## src/rtl/md_sched_pkg.sv

```systemverilog
// MD-class codes, FSM state encoding and class helpers shared by the MD scheduler.
// Latency: n/a (types and pure functions only).
// Backpressure: n/a.
package md_sched_pkg;

    localparam logic [3:0] MD_MULT  = 4'd0;
    localparam logic [3:0] MD_MULTU = 4'd1;
    localparam logic [3:0] MD_DIV   = 4'd2;
    localparam logic [3:0] MD_DIVU  = 4'd3;
    localparam logic [3:0] MD_MFHI  = 4'd4;
    localparam logic [3:0] MD_MFLO  = 4'd5;
    localparam logic [3:0] MD_MTHI  = 4'd6;
    localparam logic [3:0] MD_MTLO  = 4'd7;
    localparam logic [3:0] MD_NONE  = 4'hF;

    typedef enum logic [1:0] {
        IDLE    = 2'd0,
        MUL_RUN = 2'd1,
        DIV_RUN = 2'd2
    } md_state_e;

    // mult/multu/div/divu: the classes that occupy the MD unit
    function automatic logic is_md_arith(input logic [3:0] op);
        return (op <= MD_DIVU);
    endfunction

    // any class that touches HI/LO; codes 8-14 fall through as none
    function automatic logic is_md_any(input logic [3:0] op);
        return (op <= MD_MTLO);
    endfunction

endpackage

```

## src/rtl/md_sched_ctrl_if.sv

```systemverilog
// Decode-side inputs and MD-unit/pipeline outputs of the MD scheduler.
// Latency: n/a (wiring only).
// Backpressure: stall_d is the only backpressure signal carried here.
interface md_sched_ctrl_if;

    logic [3:0]  md_op_d;
    logic [3:0]  md_op_e;
    logic        int_req;
    logic        eret;
    logic        md_start;
    logic        md_busy;
    logic        md_done;
    logic        stall_d;
`ifdef MD_SCHED_PERF_EN
    logic [31:0] stall_cnt;
`endif

    // pipeline/controller side
    modport master (
        output md_op_d, md_op_e, int_req, eret,
        input  md_start, md_busy, md_done, stall_d
`ifdef MD_SCHED_PERF_EN
      , input  stall_cnt
`endif
    );

    // scheduler side
    modport slave (
        input  md_op_d, md_op_e, int_req, eret,
        output md_start, md_busy, md_done, stall_d
`ifdef MD_SCHED_PERF_EN
      , output stall_cnt
`endif
    );

endinterface

```

## src/rtl/md_lat_counter.sv

```systemverilog
// Loadable up-counter that pulses term_o during the cycle the count sits at limit-1.
// Latency: term_o is registered, raised one edge ahead from count==limit-2 (limit >= 2).
// Backpressure: none; en_i gates counting, clr_i and load_i restart it.
module md_lat_counter #(
    parameter int CNT_W = 4
) (
    input  logic             clk,
    input  logic             clr_i,
    input  logic             load_i,
    input  logic             en_i,
    input  logic [CNT_W-1:0] limit_i,
    output logic             term_o
);

    logic [CNT_W-1:0] cnt_q;
    logic [CNT_W-1:0] cnt_d;
    logic             term_q;
    logic             term_d;
    logic [CNT_W-1:0] lim_m1;
    logic [CNT_W-1:0] lim_m2;

    assign lim_m1 = limit_i - CNT_W'(1);
    assign lim_m2 = limit_i - CNT_W'(2);

    // next count and look-ahead terminal flag
    always_comb begin
        cnt_d  = cnt_q;
        term_d = 1'b0;
        if (load_i) begin
            cnt_d = '0;
        end else if (en_i) begin
            cnt_d  = (cnt_q == lim_m1) ? '0 : cnt_q + CNT_W'(1);
            term_d = (cnt_q == lim_m2);
        end
    end

    // counter and terminal pulse registers
    always_ff @(posedge clk) begin
        if (clr_i) begin
            cnt_q  <= '0;
            term_q <= 1'b0;
        end else begin
            cnt_q  <= cnt_d;
            term_q <= term_d;
        end
    end

    assign term_o = term_q;

endmodule

```

## src/rtl/md_sched_ctrl.sv

```systemverilog
// MD issue/hazard controller: issues md_start from E, tracks latency, stalls D on HI/LO hazards.
// Latency: md_start combinational; busy from next cycle for MUL_CYCLES/DIV_CYCLES; done on last busy cycle.
// Backpressure: stall_d freezes D while an MD op is issuing/running; MD_SCHED_PERF_EN adds stall_cnt.
module md_sched_ctrl
    import md_sched_pkg::*;
#(
    parameter int MUL_CYCLES = 5,
    parameter int DIV_CYCLES = 10,
    parameter int CNT_W      = 4
) (
    input  logic              clk,
    input  logic              clr,
    md_sched_ctrl_if.slave    bus
);

    localparam logic [CNT_W-1:0] MUL_LIM = CNT_W'(MUL_CYCLES);
    localparam logic [CNT_W-1:0] DIV_LIM = CNT_W'(DIV_CYCLES);

    md_state_e        state_q;
    md_state_e        state_d;
    logic             busy_q;
    logic             busy_d;
    logic             issue;
    logic             done;
    logic             running;
    logic [CNT_W-1:0] limit;

    // int_req/eret flush the E-stage op, so they veto issue
    assign issue   = (state_q == IDLE) && is_md_arith(bus.md_op_e)
                     && !bus.int_req && !bus.eret;
    assign running = (state_q != IDLE);
    assign limit   = (state_q == DIV_RUN) ? DIV_LIM : MUL_LIM;

    md_lat_counter #(
        .CNT_W (CNT_W)
    ) u_lat (
        .clk     (clk),
        .clr_i   (clr),
        .load_i  (issue),
        .en_i    (running),
        .limit_i (limit),
        .term_o  (done)
    );

    // next state: class bit 1 splits div/divu from mult/multu; done returns to IDLE
    always_comb begin
        state_d = state_q;
        case (state_q)
            IDLE: begin
                if (issue) begin
                    state_d = bus.md_op_e[1] ? DIV_RUN : MUL_RUN;
                end
            end
            MUL_RUN, DIV_RUN: begin
                if (done) begin
                    state_d = IDLE;
                end
            end
            default: state_d = IDLE;
        endcase
        busy_d = (state_d != IDLE);
    end

    // state and busy registers; clr aborts any op in flight
    always_ff @(posedge clk) begin
        if (clr) begin
            state_q <= IDLE;
            busy_q  <= 1'b0;
        end else begin
            state_q <= state_d;
            busy_q  <= busy_d;
        end
    end

    assign bus.md_start = issue;
    assign bus.md_busy  = busy_q;
    assign bus.md_done  = done;
    // done releases D one cycle early: the MD unit forwards HI/LO in that cycle
    assign bus.stall_d  = is_md_any(bus.md_op_d) && (busy_q || issue) && !done;

`ifdef MD_SCHED_PERF_EN
    logic [31:0] stall_cnt_q;

    // saturating count of D-stall cycles
    always_ff @(posedge clk) begin
        if (clr) begin
            stall_cnt_q <= '0;
        end else if (bus.stall_d && (stall_cnt_q != 32'hFFFF_FFFF)) begin
            stall_cnt_q <= stall_cnt_q + 32'd1;
        end
    end

    assign bus.stall_cnt = stall_cnt_q;
`endif

endmodule

```

## src/flat_wrapper.sv

```systemverilog
// flat-port wrapper written by rule: the top's interface ports become plain ports
module md_sched_ctrl_flat import md_sched_pkg::*;
#(
    parameter int MUL_CYCLES = 5,
    parameter int DIV_CYCLES = 10,
    parameter int CNT_W      = 4
)
  (clk, clr, bus_md_op_d, bus_md_op_e, bus_int_req, bus_eret, bus_md_start, bus_md_busy, bus_md_done, bus_stall_d);
  md_sched_ctrl_if bus_i ();
  input  logic clk;
  input  logic clr;
  input wire logic [$bits(bus_i.md_op_d)-1:0] bus_md_op_d;
  input wire logic [$bits(bus_i.md_op_e)-1:0] bus_md_op_e;
  input wire logic [$bits(bus_i.int_req)-1:0] bus_int_req;
  input wire logic [$bits(bus_i.eret)-1:0] bus_eret;
  output wire logic [$bits(bus_i.md_start)-1:0] bus_md_start;
  output wire logic [$bits(bus_i.md_busy)-1:0] bus_md_busy;
  output wire logic [$bits(bus_i.md_done)-1:0] bus_md_done;
  output wire logic [$bits(bus_i.stall_d)-1:0] bus_stall_d;
  assign bus_i.md_op_d = bus_md_op_d;
  assign bus_i.md_op_e = bus_md_op_e;
  assign bus_i.int_req = bus_int_req;
  assign bus_i.eret = bus_eret;
  assign bus_md_start = bus_i.md_start;
  assign bus_md_busy = bus_i.md_busy;
  assign bus_md_done = bus_i.md_done;
  assign bus_stall_d = bus_i.stall_d;
  md_sched_ctrl #(.MUL_CYCLES(MUL_CYCLES), .DIV_CYCLES(DIV_CYCLES), .CNT_W(CNT_W)) u_core (.clk(clk), .clr(clr), .bus(bus_i));
endmodule
```

## config.mk

```make
export PLATFORM = sky130hd
export DESIGN_NAME = md_sched_ctrl_flat
export DESIGN_NICKNAME = d
export VERILOG_FILES = /design/src/rtl/md_sched_pkg.sv /design/src/rtl/md_sched_ctrl_if.sv /design/src/rtl/md_lat_counter.sv /design/src/rtl/md_sched_ctrl.sv /design/src/flat_wrapper.sv
export SDC_FILE = /design/constraint.sdc
export NUM_CORES = 1
export LEC_CHECK = 0
export BUFFER_PORTS_ARGS = -buffer_cell sky130_fd_sc_hd__buf_2
export CORE_AREA = 2 2 39 41
export DETAILED_ROUTE_END_ITERATION = 8
export DIE_AREA = 0 0 41 43
export GPL_ROUTABILITY_DRIVEN = 0
export HOLD_SLACK_MARGIN = 0.03
export SYNTH_ARGS = -nofsm -noshare
export SYNTH_HDL_FRONTEND = slang
export SYNTH_SLANG_ARGS = --single-unit
```

## constraint.sdc

```tcl
create_clock -name clk -period 1.47 [get_ports clk]
set_input_delay 0 -clock clk [delete_from_list [all_inputs] [get_ports clk]]
set_output_delay 0 -clock clk [all_outputs]
set_load 0.01 [all_outputs]
```

==> results.py, run 1 <==
metrics = {
    "outcome": {
        "run_status": "finished, violations left",
        "violations": "negative setup slack",
    },
    "grt": {
        "antenna_found_initial": 0,
        "use_met2": 0.259,
        "use_met3": 0.0942,
        "busiest_layer": "met2",
        "grt_overflow_total": 0,
        "grtUsageTotal": 0.161,
        "use_met1": 0.167,
        "grt_first_pass_wirelength_um": 1850,
        "grt_max_degree": 8,
        "grt_pass1_vias": 457,
    },
    "sta": {
        "worst_clock_skew_ns": 0.000463,
        "fin_ws_ns": -0.0652,
        "timing_worst_slew_pin_value_ns": 0.247,
        "fin_crit_sh": 1.04,
        "slew_headroom": 0.834,
        "slew_viol_final": 0,
        "setup_violations": 4,
        "clock.fmax_mhz": 651,
        "timing.hold.ws_ns": 0.247,
        "finalCriticalPeriod_ns": 1.54,
        "rsz0062_at_grt": "true",
        "finalHoldViolCount": 0,
    },
    "clock_network": {
        "clk_pin_slew_ns": 0.06,
        "clock_sinks": 8,
        "root_buffer": "clkbuf_4",
        "insertion_delay_ns": 0.26,
        "htree_levels": 1,
        "numCtsBuffers": 3,
        "cts_tree": "built",
        "cts_buffer_depth": 2,
    },
    "pwr": {
        "peakVddDrop_mv": 0.419,
        "p_switching_uw": 126,
        "p_per_area_nw_per_um2": 662,
        "total_power_uw": 490,
        "clock_power_share": 0.401,
        "swShare": 0.258,
        "p_leak_uw": 0.000316,
        "p_comb_frac": 0.146,
        "seq_power_share": 0.452,
        "p_int_uw": 364,
    },
    "worst_setup_path": {
        "required_ns": 1.61,
        "endpoint_kind": "flip-flop",
        "critical-path-top-delay-family": "simple AND/OR/NAND/NOR gates",
        "max_stage_delay_ns": 0.52,
        "cp_cell_sequence": "inv_2 -> ha_4 -> or4b_4 -> a211oi_4 -> a211oi_1",
        "crit_path_start_kind": "flip-flop",
        "cp.arrival_ns": 1.68,
        "reg2reg_slack_ns": -0.07,
        "cp_num_buf_inv": 1,
        "path_class": "reg -> reg",
        "cp_max_fo": 4,
        "slowest_stage": "or4b_4",
    },
    "route": {
        "drt_iter0_drc": 7,
        "wl_um": 1150,
        "post-route-drc-count": 0,
        "drt-wirelength-per-cell_um": 12.1,
        "first_pass_iters": 5,
        "vias_per_cell": 5.09,
        "via_count": 484,
        "postRouteAntennaNets": 0,
    },
    "placement": {
        "dp.cells": 87,
        "dp_worst_setup_slack_ns": -0.118,
        "io_buffers": 11,
        "hpwl_um": 896,
    },
    "finish": {
        "final_common_cell": "buf_4",
        "post-route-util": 0.535,
        "layout_common_cells": "buf_4 (12), buf_2 (11), dfxtp_1 (6)",
        "diodes": 0,
        "drive_above_1_share": 0.570,
        "syn2layout_area_growth_pct": 59.6,
        "num-nets-final": 96,
        "fin_cells": 95,
    },
    "die": {
        "die_w_um": 41,
        "die_h_um": 43,
        "dieArea_um2": 1760,
        "placementRows": 14,
        "io_pins": 16,
        "start_util": 0.335,
        "coreArea_um2": 1380,
    },
    "flow_run": {
        "maxCapViolCount": 0,
    },
    "synthesis": {
        "synth_warnings": 0,
        "synth-seq-cells": 8,
        "syn_area_per_cell_um2": 9.28,
        "yosysUniqueCellTypes": 28,
        "syn_area_um2": 464,
        "synth.net_count": 66,
        "ys_seq_area_frac": 0.345,
        "netlist_instances": 50,
    },
    "worst_hold_path": {
        "hold_class": "in -> out",
    },
}
-- state kept, by name, indices dropped and copies added (netlist names) --
signal / count
u_core.state_q: 2
u_core.bus.md_busy: 1
u_core.u_lat.cnt_q: 4
u_core.u_lat.term_o: 1
-- final timing paths --
kind / startpoint / end / depth (start not counted)
worst max-delay path: u_core.state_q[0] / u_core.u_lat.cnt_q[2] / 5
worst max register to register: u_core.state_q[0] / u_core.u_lat.cnt_q[2] / 5
worst min register to register: u_core.u_lat.cnt_q[2] / u_core.u_lat.term_o / 2
worst min-delay path: bus_md_op_d[3] / bus_stall_d / 3
-- metal layers --
metal	up-vias	share of wire
met1	226	0.43
met2	8	0.52
met5	-	0
met3	0	0.046
li1	250	-
met4	0	0
-- power groups by stage --
stage                     registers [uW]  clock network (uW)  logic, uW
after global placement               227                   0       58.5
final                                222                 197       71.7
after floorplan                      228                   0       26.2
after detailed placement             227                   0       59.7
after CTS                            222                 202       70.5
after global routing                 222                 218       78.5
-- area by class of cell --
class	instances	area, um^2
fillers	137	643
multi-input cells	37	338
repair buffers	26	176
flip-flops and latches	8	165
clock buffers	4	26.3
well taps	16	20.0
inverters	4	15.0
-- cell families (layout without fill, tap and decap cells) --
| group | after synthesis | count (layout) | share of synthesized area |
|---|---|---|---|
| AOI/OAI and AO/OA | 11 | 11 | 0.189 |
| xor gates and xnor gates | 1 | 1 | 0.0189 |
| adders and majority gates | 4 | 4 | 0.108 |
| buffers and inverters | 5 | 34 | 0.0431 |
| DFF | 8 | 8 | 0.345 |
| and+or+nand+nor | 21 | 21 | 0.297 |
-- cell usage after synthesis --
cell type	number	share of area
a211oi_1	2	0.032
a211oi_2	1	0.027
a21oi_1	1	0.011
a22o_1	1	0.019
a2bb2oi_1	1	0.019
a31oi_1	1	0.013
a32o_1	1	0.022
and4bb_2	1	0.027
buf_2	1	0.011
dfxtp_1	8	0.35
ha_1	4	0.11
inv_1	4	0.032
nand2_1	2	0.016
nand2b_1	1	0.013
nand3_1	1	0.011
nand4b_1	2	0.038
nor2_1	3	0.024
nor3_1	2	0.022
nor4_1	3	0.040
o211ai_1	1	0.016
o21ai_0	1	0.011
o31a_1	1	0.019
or2_2	2	0.027
or3b_2	1	0.019
or4_1	1	0.016
or4b_1	1	0.022
or4b_2	1	0.022
xor2_1	1	0.019
-- what timing repair did --
item                       4_1_cts  5_1_grt
hold endpoints to repair         6        0
setup endpoints to repair        8        8
setup buffers                    1        1
pin swaps                        5        5
hold buffers                     2        0
gates resized for setup          8        3
-- stage by stage --
stage               area [um^2]  TNS, ns
floorplan                   489   -0.143
global placement            642   -0.311
detailed placement          642   -0.472
CTS                         726   -0.380
global route                741   -0.584
finish                      741   -0.236
-- worst register-to-register path: stages (launching register included) --
cell      delay [ns]
dfxtp_2         0.34
inv_2           0.05
ha_4            0.15
or4b_4          0.52
a211oi_4        0.28
a211oi_1        0.08
No activity file was read; power rests on OpenSTA's default activity.
==> run 2: changes to the inputs <==
- CORE_AREA: 2 2 39 41 -> 2 2 41 43
- DIE_AREA: 0 0 41 43 -> 0 0 43 45
- PLACE_DENSITY: default -> 0.68
- SYNTH_HIERARCHICAL: default -> 1
==> run 2 against run 1 <==
  * The flow still finishes with violations (negative setup slack)
  * Maximum frequency fell by 6.8%
  * Worst hold slack lost 0.14 ns
  * Largest power group unchanged
  * Routed wire length up 28%
  * Cell count grew 15%
  * Non-clock buffer count is 1 lower
==> results.py, run 2 <==
metrics = {
    "outcome": {
        "run_status": "finished, violations left",
        "violations": "negative setup slack",
    },
    "synthesis": {
        "syn_area_per_cell_um2": 9.23,
        "ys_top_cells_by_area": "dfxtp_1 (26%), ha_1 (14%), xnor2_1 (9.9%), inv_1 (4.9%), xor2_1 (4.3%)",
        "synth_top_family_by_area": "simple AND/OR/NAND/NOR gates",
        "yosysTopAreaCell": "dfxtp_1",
        "synth_adder_area_share": 0.142,
        "synth_edf_count": 0,
        "synth_mux_area_frac": 0.0182,
        "synth.net_count": 86,
        "synth_xor_area_frac": 0.168,
        "yosysUniqueCellTypes": 29,
        "synth-seq-cells": 8,
        "ys.flop_type": "dfxtp_1",
        "synth_top_area_share": 0.259,
        "ys_seq_area_frac": 0.259,
        "synth_common_cells": "dfxtp_1 (8), inv_1 (8), ha_1 (7), xnor2_1 (7), nand2_1 (4)",
        "synth_warnings": 6,
        "synth-simple-area-share": 0.231,
        "syn_area_um2": 618,
        "netlist_instances": 67,
        "synth_compound_gate_area_share": 0.117,
        "synthArstFlopShare": 0,
    },
    "clock_network": {
        "numCtsBuffers": 3,
        "clk_pin_slew_ns": 0.06,
        "cts_buffer_depth": 2,
        "htree_levels": 1,
        "insertion_delay_ns": 0.26,
        "cts_tree": "built",
        "root_buffer": "clkbuf_4",
        "clock_sinks": 8,
    },
    "finish": {
        "drive_above_1_share": 0.570,
        "nFillCells": 122,
        "largest_reg_flops": 4,
        "register_area_um2": 165,
        "top_register": "u_core/u_lat/cnt_q",
        "num-nets-final": 114,
        "reg_top3": "u_core/u_lat/cnt_q: 4 flops, u_core/state_q: 2 flops",
        "diodes": 0,
        "layout_common_cells": "buf_2 (11), buf_4 (11), dfxtp_1 (6)",
        "multi_input_area_um2": 529,
        "syn2layout_area_growth_pct": 52.4,
    },
    "worst_setup_path": {
        "rr_startpoint": "u_core/state_q[0]",
        "endpoint_kind": "flip-flop",
        "worstSetupStartpoint": "u_core/state_q[0]",
        "path_class": "reg -> reg",
        "r2r_end": "u_core/u_lat/cnt_q[2]",
        "crit_end": "u_core/u_lat/cnt_q[2]",
        "cp_max_fo": 3,
        "reg2reg_slack_ns": -0.18,
        "critical-path-top-delay-family": "flip-flops",
        "cp_num_cells": 8,
        "slowest_stage": "dfxtp_2",
        "cp.arrival_ns": 1.80,
        "worstRegToRegCells": 8,
        "max_stage_delay_ns": 0.34,
        "cp_num_buf_inv": 3,
        "required_ns": 1.62,
        "cp_cell_sequence": "inv_2 -> ha_4 -> inv_4 -> inv_2 -> ha_4 -> xnor2_4 -> mux2_4 -> o311a_1",
        "crit_path_start_kind": "flip-flop",
    },
    "grt": {
        "grt_pass1_vias": 543,
        "grt_max_degree": 9,
        "grt_overflow_total": 0,
        "grtUsageTotal": 0.162,
        "antenna_found_initial": 0,
        "grt_first_pass_wirelength_um": 2300,
    },
    "route": {
        "via_count": 564,
        "wl_um": 1470,
        "vias_per_cell": 5.17,
        "drt_iter0_drc": 6,
        "first_pass_iters": 4,
        "drt-wirelength-per-cell_um": 13.5,
        "post-route-drc-count": 0,
        "postRouteAntennaNets": 0,
    },
    "sta": {
        "fin_ws_ns": -0.178,
        "setup_violations": 7,
        "worst_clock_skew_ns": 0.00610,
        "fin_crit_sh": 1.12,
        "timing_worst_slew_pin_value_ns": 0.277,
        "clock.fmax_mhz": 607,
        "timing.hold.ws_ns": 0.112,
        "slew_viol_final": 0,
        "finalHoldViolCount": 0,
        "slew_headroom": 0.815,
        "finalCriticalPeriod_ns": 1.65,
        "rsz0062_at_grt": "true",
    },
    "pwr": {
        "total_power_uw": 519,
        "peakVddDrop_mv": 0.511,
        "p_leak_uw": 0.000409,
        "p_per_area_nw_per_um2": 551,
    },
    "die": {
        "die_h_um": 45,
        "start_util": 0.420,
        "placementRows": 14,
        "io_pins": 16,
        "die_w_um": 43,
        "coreArea_um2": 1470,
        "dieArea_um2": 1940,
    },
    "worst_hold_path": {
        "hold_class": "in -> reg",
        "hold_path_startpoint": "clr",
    },
    "placement": {
        "io_buffers": 11,
        "hpwl_um": 1050,
    },
    "flow_run": {
        "maxCapViolCount": 0,
    },
}
==> run 2: cell count changes after synthesis, moves of 3 or more <==
cell | previous run | this run
ha_1 | 4 | 7
inv_1 | 4 | 8
nand3b_1 | 0 | 3
xnor2_1 | 0 | 7
==> run 2: kinds of logic (layout without fill, tap and decap cells) <==
kind of cell             after synthesis  count (layout)
AO/OA/AOI/OAI                         10              10
XOR/XNOR                              11              11
adder cells (fa/ha/maj)                7               7
buffers and inverters                 10              36
flip-flops                             8               8
multiplexers                           1               1
AND/OR/NAND/NOR                       20              20
==> run 2: worst min-delay path, cell delays in order <==
cell	delay [ns]
buf_2	0.13
nor2_2	0.06
nand3_1	0.09
nor4_2	0.04
==> run 2: per-layer routing <==
layer,share of wire,global-route usage,up-vias
met3,0.029,0.0720,2
met2,0.56,0.309,7
met4,0.010,0.0182,0
met5,0,0,-
met1,0.40,0.171,270
li1,-,-,285
==> run 2: power by group <==
part           switching (uW)  internal [uW]  leakage (uW)
Clock                    85.1           94.2     0.0000138
Sequential               3.65            219     0.0000659
Combinational            56.1           61.1      0.000329
Total                     145            374      0.000409
==> run 2: final cells by class <==
class,instances,share of cell area
multi-input cells,49,0.562
repair buffers,25,0.181
flip-flops and latches,8,0.175
inverters,8,0.0372
clock buffers,3,0.0239
well taps,16,0.0212
==> run 2: worst min-delay path by stage <==
stage                               end  slack, ns  cells past startpoint
floorplan                   bus_stall_d       0.05                      1
global placement      u_core/state_q[0]       0.19                      2
detailed placement    u_core/state_q[0]       0.20                      2
CTS                 u_core/u_lat/term_o       0.08                      4
global route        u_core/u_lat/term_o       0.14                      4
finish              u_core/u_lat/term_o       0.11                      4
==> run 2: timing repair <==
action	in CTS	in global routing
gates cloned	0	0
setup endpoints to repair	8	8
pin swaps	5	5
gates resized for setup	11	10
buffers inserted	1	1
endpoints found under the hold margin	2	0
hold buffers	1	0
==> run 2: stage by stage <==
stage | util | TNS, ns | setup WS (ns) | instance area, um^2 | std cells
6_report | 0.640 | -0.682 | -0.178 | 942 | 109
5_1_grt | 0.640 | -1.19 | -0.236 | 942 | 109
4_1_cts | 0.602 | -0.636 | -0.179 | 886 | 108
3_5_place_dp | 0.548 | -1.22 | -0.238 | 807 | 103
3_3_place_gp | 0.548 | -1.01 | -0.191 | 807 | 103
2_1_floorplan | - | -0.556 | -0.241 | 659 | 67
